===== src/rtl/lsu_mem_stage.sv =====
// lsu_mem_stage: load/store unit behind the 64-bit ALU.
// Takes the ALU result as an effective address and runs one access at a time
// on a req/gnt/rvalid data-memory port. Load data comes back sign- or
// zero-extended. A misaligned access completes at once with a flag and does
// not touch memory.
// Optional build macro: LSU_PERF_CNT_EN adds the 32-bit perf_stall_cnt output.
//
// state  | meaning
// -------+---------------------------------------------------------------
// IDLE   | ready for a new access; captures the request
// REQ    | mem_req high, address/data/strobes held until mem_gnt
// WAIT   | load granted, waiting for mem_rvalid
// RESP   | one-cycle resp_valid pulse back to the pipeline
module lsu_mem_stage #(
    parameter int DATA_W = 64,
    parameter int STRB_W = DATA_W / 8
) (
    input  logic              clk,
    input  logic              rst,
    input  logic              req_valid,
    output logic              req_ready,
    input  logic              req_we,
    input  logic [1:0]        req_size,
    input  logic              req_unsigned,
    input  logic [DATA_W-1:0] req_addr,
    input  logic [DATA_W-1:0] req_wdata,
    output logic              resp_valid,
    output logic [DATA_W-1:0] resp_rdata,
    output logic              resp_misaligned,
`ifdef LSU_PERF_CNT_EN
    output logic [31:0]       perf_stall_cnt,
`endif
    output logic              mem_req,
    output logic              mem_we,
    output logic [DATA_W-1:0] mem_addr,
    output logic [DATA_W-1:0] mem_wdata,
    output logic [STRB_W-1:0] mem_wstrb,
    input  logic              mem_gnt,
    input  logic              mem_rvalid,
    input  logic [DATA_W-1:0] mem_rdata
);

    typedef enum logic [1:0] {
        S_IDLE = 2'd0,
        S_REQ  = 2'd1,
        S_WAIT = 2'd2,
        S_RESP = 2'd3
    } state_t;

    state_t      r_state;
    logic        r_we;
    logic [1:0]  r_size;
    logic        r_unsigned;
    logic [2:0]  r_off;

    logic              w_misaligned;
    logic [STRB_W-1:0] w_lane_strb;
    logic [DATA_W-1:0] w_lane_wdata;
    logic [DATA_W-1:0] w_shifted;
    logic [DATA_W-1:0] w_load_ext;

    // Alignment check and store lane placement from the incoming request
    always_comb begin
        w_misaligned = 1'b0;
        w_lane_strb  = '0;
        case (req_size)
            2'b00: begin
                w_misaligned = 1'b0;
                w_lane_strb  = 8'b0000_0001 << req_addr[2:0];
            end
            2'b01: begin
                w_misaligned = req_addr[0];
                w_lane_strb  = 8'b0000_0011 << req_addr[2:0];
            end
            2'b10: begin
                w_misaligned = |req_addr[1:0];
                w_lane_strb  = 8'b0000_1111 << req_addr[2:0];
            end
            default: begin
                w_misaligned = |req_addr[2:0];
                w_lane_strb  = 8'hFF;
            end
        endcase
        w_lane_wdata = req_wdata << {req_addr[2:0], 3'b000};
    end

    // Right-justify the addressed bytes and extend to the access size
    always_comb begin
        w_shifted  = mem_rdata >> {r_off, 3'b000};
        w_load_ext = w_shifted;
        case (r_size)
            2'b00: w_load_ext = r_unsigned ? {{(DATA_W-8){1'b0}}, w_shifted[7:0]}
                                           : {{(DATA_W-8){w_shifted[7]}}, w_shifted[7:0]};
            2'b01: w_load_ext = r_unsigned ? {{(DATA_W-16){1'b0}}, w_shifted[15:0]}
                                           : {{(DATA_W-16){w_shifted[15]}}, w_shifted[15:0]};
            2'b10: w_load_ext = r_unsigned ? {{(DATA_W-32){1'b0}}, w_shifted[31:0]}
                                           : {{(DATA_W-32){w_shifted[31]}}, w_shifted[31:0]};
            default: w_load_ext = w_shifted;
        endcase
    end

    // Access sequencer with all handshake outputs registered
    always_ff @(posedge clk or posedge rst) begin
        if (rst) begin
            r_state         <= S_IDLE;
            r_we            <= 1'b0;
            r_size          <= 2'b00;
            r_unsigned      <= 1'b0;
            r_off           <= 3'b000;
            req_ready       <= 1'b1;
            resp_valid      <= 1'b0;
            resp_rdata      <= '0;
            resp_misaligned <= 1'b0;
            mem_req         <= 1'b0;
            mem_we          <= 1'b0;
            mem_addr        <= '0;
            mem_wdata       <= '0;
            mem_wstrb       <= '0;
        end else begin
            case (r_state)
                S_IDLE: begin
                    if (req_valid) begin
                        r_we       <= req_we;
                        r_size     <= req_size;
                        r_unsigned <= req_unsigned;
                        r_off      <= req_addr[2:0];
                        req_ready  <= 1'b0;
                        if (w_misaligned) begin
                            r_state         <= S_RESP;
                            resp_valid      <= 1'b1;
                            resp_misaligned <= 1'b1;
                            resp_rdata      <= '0;
                        end else begin
                            r_state   <= S_REQ;
                            mem_req   <= 1'b1;
                            mem_we    <= req_we;
                            mem_addr  <= {req_addr[DATA_W-1:3], 3'b000};
                            mem_wdata <= req_we ? w_lane_wdata : '0;
                            mem_wstrb <= req_we ? w_lane_strb : '0;
                        end
                    end
                end
                S_REQ: begin
                    if (mem_gnt) begin
                        mem_req <= 1'b0;
                        if (r_we) begin
                            r_state    <= S_RESP;
                            resp_valid <= 1'b1;
                            resp_rdata <= '0;
                        end else begin
                            r_state <= S_WAIT;
                        end
                    end
                end
                S_WAIT: begin
                    if (mem_rvalid) begin
                        r_state    <= S_RESP;
                        resp_valid <= 1'b1;
                        resp_rdata <= w_load_ext;
                    end
                end
                S_RESP: begin
                    r_state         <= S_IDLE;
                    resp_valid      <= 1'b0;
                    resp_misaligned <= 1'b0;
                    resp_rdata      <= '0;
                    req_ready       <= 1'b1;
                end
                default: begin
                    r_state   <= S_IDLE;
                    req_ready <= 1'b1;
                end
            endcase
        end
    end

`ifdef LSU_PERF_CNT_EN
    // Saturating count of cycles stalled on gnt or rvalid
    always_ff @(posedge clk or posedge rst) begin
        if (rst) begin
            perf_stall_cnt <= '0;
        end else if (((r_state == S_REQ) && !mem_gnt) ||
                     ((r_state == S_WAIT) && !mem_rvalid)) begin
            if (perf_stall_cnt != 32'hFFFF_FFFF) begin
                perf_stall_cnt <= perf_stall_cnt + 32'd1;
            end
        end
    end
`endif

endmodule


===== config.mk =====
export PLATFORM = sky130hd
export DESIGN_NAME = lsu_mem_stage
export DESIGN_NICKNAME = d
export VERILOG_FILES = /design/src/rtl/lsu_mem_stage.sv
export SDC_FILE = /design/constraint.sdc
export NUM_CORES = 1
export LEC_CHECK = 0
export ABC_CLOCK_PERIOD_IN_PS = 6800
export CORE_UTILIZATION = 42
export DETAILED_ROUTE_END_ITERATION = 6
export GPL_TIMING_DRIVEN = 1
export PLACE_DENSITY = 0.78
export RECOVER_POWER = 50
export SYNTH_ARGS = -nofsm -noshare
export SYNTH_HDL_FRONTEND = slang
export SYNTH_SLANG_ARGS = --single-unit

===== constraint.sdc =====
create_clock -name clk -period 6.8 [get_ports clk]
set_input_delay 1.36 -clock clk [delete_from_list [all_inputs] [get_ports clk]]
set_output_delay 1.36 -clock clk [all_outputs]
set_load 0.05 [all_outputs]

==> flow_summary.yaml, run 1 <==
power:
  reported_leakage_power_nw: 7.39
  power_report.internal_total_w: 0.00452
  powerDensity_nw_per_um2: 534
  switching_power_w: 0.00447
  irDropWorstVdd_mv: 0.359
  comb_power_share_pct: 59.8
  power.share.sequential_pct: 24.5
  clock_power_share_pct: 15.7
  switching_share_pct: 49.7
finish:
  fin_area_um2: 16800
  final_common_cell: "sky130_fd_sc_hd__clkdlybuf4s50_1"
  utilization_pct: 61.9
  finalNetCount: 1616
  drive_above_1_share_pct: 14.1
  layoutNonFillerInstCount: 1798
  area_delta_synth_final_pct: 43.4
  mostFrequentLayoutCells: "sky130_fd_sc_hd__clkdlybuf4s50_1 (308), sky130_fd_sc_hd__dfrtp_1 (208), sky130_fd_sc_hd__mux2i_1 (122), sky130_fd_sc_hd__dlygate4sd3_1 (92), sky130_fd_sc_hd__mux2_2 (88)"
sta:
  report.final.slew_viol_count: 0
  unrepaired_setup_endpoints_after_global_routing: "false"
  finalHoldViolCount: 0
  max_slew.worst_pin.slew_ps: 1470
  fmaxAchievable_mhz: 231
  max_slew_headroom_pct: 1.87
  timing.final.crit_period_ps: 4330
  fin_crit_sh_pct: 63.7
  final-setup-viol-count: 0
  fin_worst_skew_ps: 14.9
  totalNegativeSetupSlack_ps: 0
critical_path:
  critical_path_required_ps: 7250
  crit_path_end_kind: "flip-flop"
  timing.critical_path.max_delay_family: "compound AO/OA/AOI/OAI gates"
  setup.worst_path.class: "input pin to flip-flop"
  critical_path.startpoint_type: "input pin"
  standard_cell_with_the_maximum_stage_delay_on_the_critical_path: "sky130_fd_sc_hd__a31oi_4"
  buf_inv_on_cp: 2
  cpPeakStageDelay_ps: 860
  worstPathCellList: "dlygate4sd3_1 -> clkinv_1 -> a222oi_1 -> nand3_1 -> a31oi_4 -> a22o_1"
  worstPathArrival_ps: 4790
  crit_fanout: 23
grt:
  grt_max_degree: 134
  grt_overflow: 0
  first_global_vias: 10700
  grt_first_pass_wirelength_mm: 64.6
  gr-usage-all-layers_pct: 29.5
  grt_antenna_before_repair: 2
drt:
  ant_nets: 0
  detailedRoute.firstIterationViolations: 1004
  detail_route.drc_violations: 0
  post_drt_via_cell_ratio: 5.83
  totalWireLength_mm: 42.7
  drt_first_pass_iters: 5
  vias: 10500
  avgRoutedWirePerCell_um: 23.7
clock_tree:
  clock_sink_count: 211
  worst_skew_pair.late_latency_ps: 530
  tritoncts_clock_tree: "done"
  ctsResizeCount: 0
  ctsHoldBuffers: 0
  clk_pin_slew_ps: 60
  ctsHtreeMaxLevel: 1
  clock_root_buffer_master: "sky130_fd_sc_hd__clkbuf_16"
  cts-buffers-inserted: 25
  max-clock-path-buffers: 3
  post_cts.repair.setup_buffers: 0
logic_synthesis:
  synth_seq_area_share_pct: 45.0
  synth_area_per_cell_um2: 11.1
  synth_cells: 1053
  synth_largest_area_cell: "sky130_fd_sc_hd__dfrtp_1"
  synth.distinct_cells: 56
  synth-warning-count: 0
  synthTopCellsByArea: "sky130_fd_sc_hd__dfrtp_1 (45%), sky130_fd_sc_hd__mux2i_1 (10%), sky130_fd_sc_hd__mux2_2 (8.4%)"
  edff_count_synth: 0
  yosysTopAreaCellShare_pct: 44.8
  ys_async_sr_fraction_pct: 100
  post_synth_instance_area_um2: 11700
  synthFlopType: "sky130_fd_sc_hd__dfrtp_1"
  synth.ff_latch_count: 211
job:
  maxCapViolCount: 0
floorplanning:
  dieWidth_um: 169
  io_pins: 406
  rows: 60
  floorplan.die_area_um2: 28600
  start_util_pct: 43.2
  die_height_um: 169
  placeableCoreArea_um2: 27200
place:
  dp.final_hpwl_mm: 31.1
  total_placed_instance_area_um2: 16000
  dpl.cell_count: 1751
  io_buffers: 402
  place_congestion: 0.956
worst_hold_path:
  timing.hold.worst.class: "flip-flop to flip-flop"
status:
  run_status: "finished, final reports clean"
cell families after synthesis:
group                    share of synthesized area (%)
AO/OA/AOI/OAI                                     17.9
multiplexers                                      25.4
flip-flops                                        45.0
AND/OR/NAND/NOR                                   6.47
buffers and inverters                             4.24
adder cells (fa/ha/maj)                          0.960
other                                           0.0320
flip-flops by register name (all words and copies together) (netlist names), 2 cells and up:
name        cells
r_off           3
mem_addr       61
mem_wstrb       8
r_size          2
mem_wdata      64
r_state         2
resp_rdata     64
stage by stage:
stage	hold slack, ps	setup slack (ps)	power [W]
floorplan	461	2700	0.00580
CTS	481	2680	0.00909
global placement	462	2190	0.00758
global route	499	2250	0.00936
detailed placement	466	2140	0.00765
finish	474	2470	0.00898
power groups by stage:
stage / Combinational [W] / Sequential, W / Clock [W]
final: 0.00537 / 0.00220 / 0.00141
after global routing: 0.00560 / 0.00227 / 0.00149
after CTS: 0.00545 / 0.00221 / 0.00143
after detailed placement: 0.00543 / 0.00222 / 0
after global placement: 0.00538 / 0.00220 / 0
after floorplan: 0.00179 / 0.00401 / 0
cell usage after synthesis (21+ instances only):
cell type	n
sky130_fd_sc_hd__a22o_1	74
sky130_fd_sc_hd__nand2_1	84
sky130_fd_sc_hd__a21oi_1	42
sky130_fd_sc_hd__mux4_2	33
sky130_fd_sc_hd__clkbuf_1	60
sky130_fd_sc_hd__inv_1	21
sky130_fd_sc_hd__dfrtp_1	210
sky130_fd_sc_hd__mux2_2	88
sky130_fd_sc_hd__o21ai_0	77
sky130_fd_sc_hd__nor2_1	41
sky130_fd_sc_hd__o22ai_1	21
sky130_fd_sc_hd__mux2i_1	122
worst paths after layout:
path | endpoint | startpoint | cells past startpoint | slack [ps]
max | resp_rdata[47] | req_valid | 6 | 2470
min | mem_wstrb[5] | mem_wstrb[5] | 2 | 470
max reg2reg | resp_rdata[47] | r_state[1] | 6 | 3270
min reg2reg | mem_wstrb[5] | mem_wstrb[5] | 2 | 470
max in group asynchronous | resp_rdata[35] | rst | 3 | 4280
min in group asynchronous | r_off[2] | rst | 2 | 1250
layer usage:
layer	global-route usage, %	wire (µm)	vias to the layer above
li1	-	-	4636
met1	35.7	15800	5214
met2	51.3	21400	550
met3	6.76	3960	79
met4	10.4	1570	0
met5	0	0	-
worst register-to-register path, stage by stage, from the launching register on:
cell	delay [ps]
sky130_fd_sc_hd__dfrtp_1	420
sky130_fd_sc_hd__inv_1	110
sky130_fd_sc_hd__ha_1	330
sky130_fd_sc_hd__a222oi_1	770
sky130_fd_sc_hd__nand3_1	720
sky130_fd_sc_hd__a31oi_4	870
sky130_fd_sc_hd__a22o_1	240
layout make-up:
class                   count  area, µm²
diodes                      2       5.00
clock buffers              36        727
clock inverters             9        135
fillers                  2252      10400
inverters                  23       87.6
multi-input cells         727       5970
flip-flops and latches    211       5280
well taps                 372        465
repair buffers            418       4150
(Power assumes the default switching activity.)
==> run 2: changes to the inputs <==
Settings changed: ABC_CLOCK_PERIOD_IN_PS 6800 to 4350, CORE_UTILIZATION 42 to 46, PLACE_DENSITY 0.78 to 0.81.
Clock period 6.8 ns to 4.35 ns, I/O delays scaled along.
==> run 2 against run 1 <==
Net effect: the flow now finishes with violations (max-capacitance violations, max-slew violations); final area about the same; non-clock buffer count is 7 higher; register-to-register slack got worse by 2200 ps.
==> flow_summary.yaml, run 2 (synthesis gave the netlist of run 1 again) <==
finish:
  finalNetCount: 1622
  filler_cell_count: 1934
  area_delta_synth_final_pct: 43.2
  layoutNonFillerInstCount: 1758
  insertedDiodeCount: 0
  top_regs: "mem_wdata x64, resp_rdata x64, mem_addr x61"
  final_common_cell: "sky130_fd_sc_hd__clkdlybuf4s50_1"
  utilization_pct: 66.9
  mostFrequentLayoutCells: "sky130_fd_sc_hd__clkdlybuf4s50_1 (308), sky130_fd_sc_hd__dfrtp_1 (208), sky130_fd_sc_hd__mux2i_1 (122), sky130_fd_sc_hd__dlygate4sd3_1 (92), sky130_fd_sc_hd__mux2_2 (88)"
  drive_above_1_share_pct: 14.4
critical_path:
  critical_path_required_ps: 4740
  ff2ff_path_depth: 5
  crit_path_end_kind: "flip-flop"
  critical_path.startpoint_type: "input pin"
  reg2reg_from: "r_off[2]"
  setup.worst_path.class: "input pin to flip-flop"
  crit_fanout: 23
  worstPathArrival_ps: 3890
  crit_start: "req_size[1]"
status:
  violated_checks: "max-capacitance violations, max-slew violations"
  run_status: "finished, violations left"
drt:
  detail_route.drc_violations: 0
  ant_nets: 0
  detailedRoute.firstIterationViolations: 892
  drt_first_pass_iters: 7
  vias: 10500
  post_drt_via_cell_ratio: 5.99
  totalWireLength_mm: 41.5
  avgRoutedWirePerCell_um: 23.6
sta:
  totalNegativeSetupSlack_ps: 0
  fmaxAchievable_mhz: 286
  timing.final.crit_period_ps: 3500
  fin_worst_skew_ps: 12.8
  max_slew.worst_pin.slew_ps: 2070
  unrepaired_setup_endpoints_after_global_routing: "false"
  max_slew_headroom_pct: -38.8
  hold_slack_ps: 476
  final-setup-viol-count: 0
  fin_crit_sh_pct: 80.4
  finalHoldViolCount: 0
  report.final.slew_viol_count: 38
  layout_setup_ws_ps: 851
floorplanning:
  floorplan.die_area_um2: 26100
  die_height_um: 162
  start_util_pct: 46.7
  dieWidth_um: 162
  io_pins: 406
  rows: 58
  placeableCoreArea_um2: 25100
clock_tree:
  post_cts.repair.setup_buffers: 0
  worst_skew_pair.late_latency_ps: 520
  clk_pin_slew_ps: 60
  cts-buffers-inserted: 24
  ctsHoldBuffers: 0
  ctsResizeCount: 0
  max-clock-path-buffers: 3
  tritoncts_clock_tree: "done"
  ctsHtreeMaxLevel: 1
  clock_sink_count: 211
  clock_root_buffer_master: "sky130_fd_sc_hd__clkbuf_16"
place:
  dpl.cell_count: 1716
  dp.final_hpwl_mm: 30.4
  place_congestion: 0.951
  io_buffers: 402
  place_ws_ps: 424
worst_hold_path:
  timing.hold.worst.class: "flip-flop to flip-flop"
  hold_sp: "mem_wstrb[0]"
  hold_path_depth: 1
grt:
  grt_first_pass_wirelength_mm: 62.0
  gr-usage-all-layers_pct: 31.0
  grt_max_degree: 96
  grt_overflow: 0
  grt_antenna_before_repair: 0
  first_global_vias: 10500
power:
  irDropWorstVdd_mv: 0.633
  powerDensity_nw_per_um2: 830
  reported_leakage_power_nw: 7.42
job:
  maxCapViolCount: 1
-- run 2: worst max-delay path: stages --
cell                            delay, ps
sky130_fd_sc_hd__dlygate4sd3_1        600
sky130_fd_sc_hd__ha_1                 400
sky130_fd_sc_hd__a211o_1              230
sky130_fd_sc_hd__a21bo_2              160
sky130_fd_sc_hd__nand4_1              790
sky130_fd_sc_hd__buf_12               480
sky130_fd_sc_hd__a221o_1              360
-- run 2: through the flow --
step / total power [W] / area [µm²]
global route: 0.0145 / 16800
global placement: 0.0119 / 16000
finish: 0.0139 / 16800
floorplan: 0.00907 / 11700
detailed placement: 0.0120 / 16000
CTS: 0.0141 / 16800
-- run 2: layout make-up --
class,instances,area [µm²],area share (%)
clock buffers,34,699,4.16
clock inverters,8,92.6,0.551
inverters,23,87.6,0.521
multi-input cells,727,5970,35.5
flip-flops and latches,211,5280,31.4
well taps,330,413,2.46
repair buffers,425,4260,25.3
-- run 2: power by group --
part           switching, W  total, W  leakage (nW)  internal (W)
Combinational       0.00542   0.00835          4.29       0.00293
Clock              0.000823   0.00206         0.391       0.00123
Sequential         0.000688   0.00354          2.74       0.00285
-- run 2: path summary, 6_finish.rpt --
kind                       slack [ps]        endpoint
hold reg to reg                   480    mem_wstrb[0]
setup reg to reg                 1030  resp_rdata[37]
setup / recovery                  850  resp_rdata[20]
max in group asynchronous        1910       req_ready
min in group asynchronous        1360   mem_wdata[26]
hold / removal                    480    mem_wstrb[0]
-- run 2: per-layer routing --
layer,track usage (%),up-vias,wire length [µm]
met5,0,-,0
met2,53.6,578,20700
li1,-,4643,-
met4,12.0,0,1590
met3,6.41,91,3650
met1,37.9,5220,15500
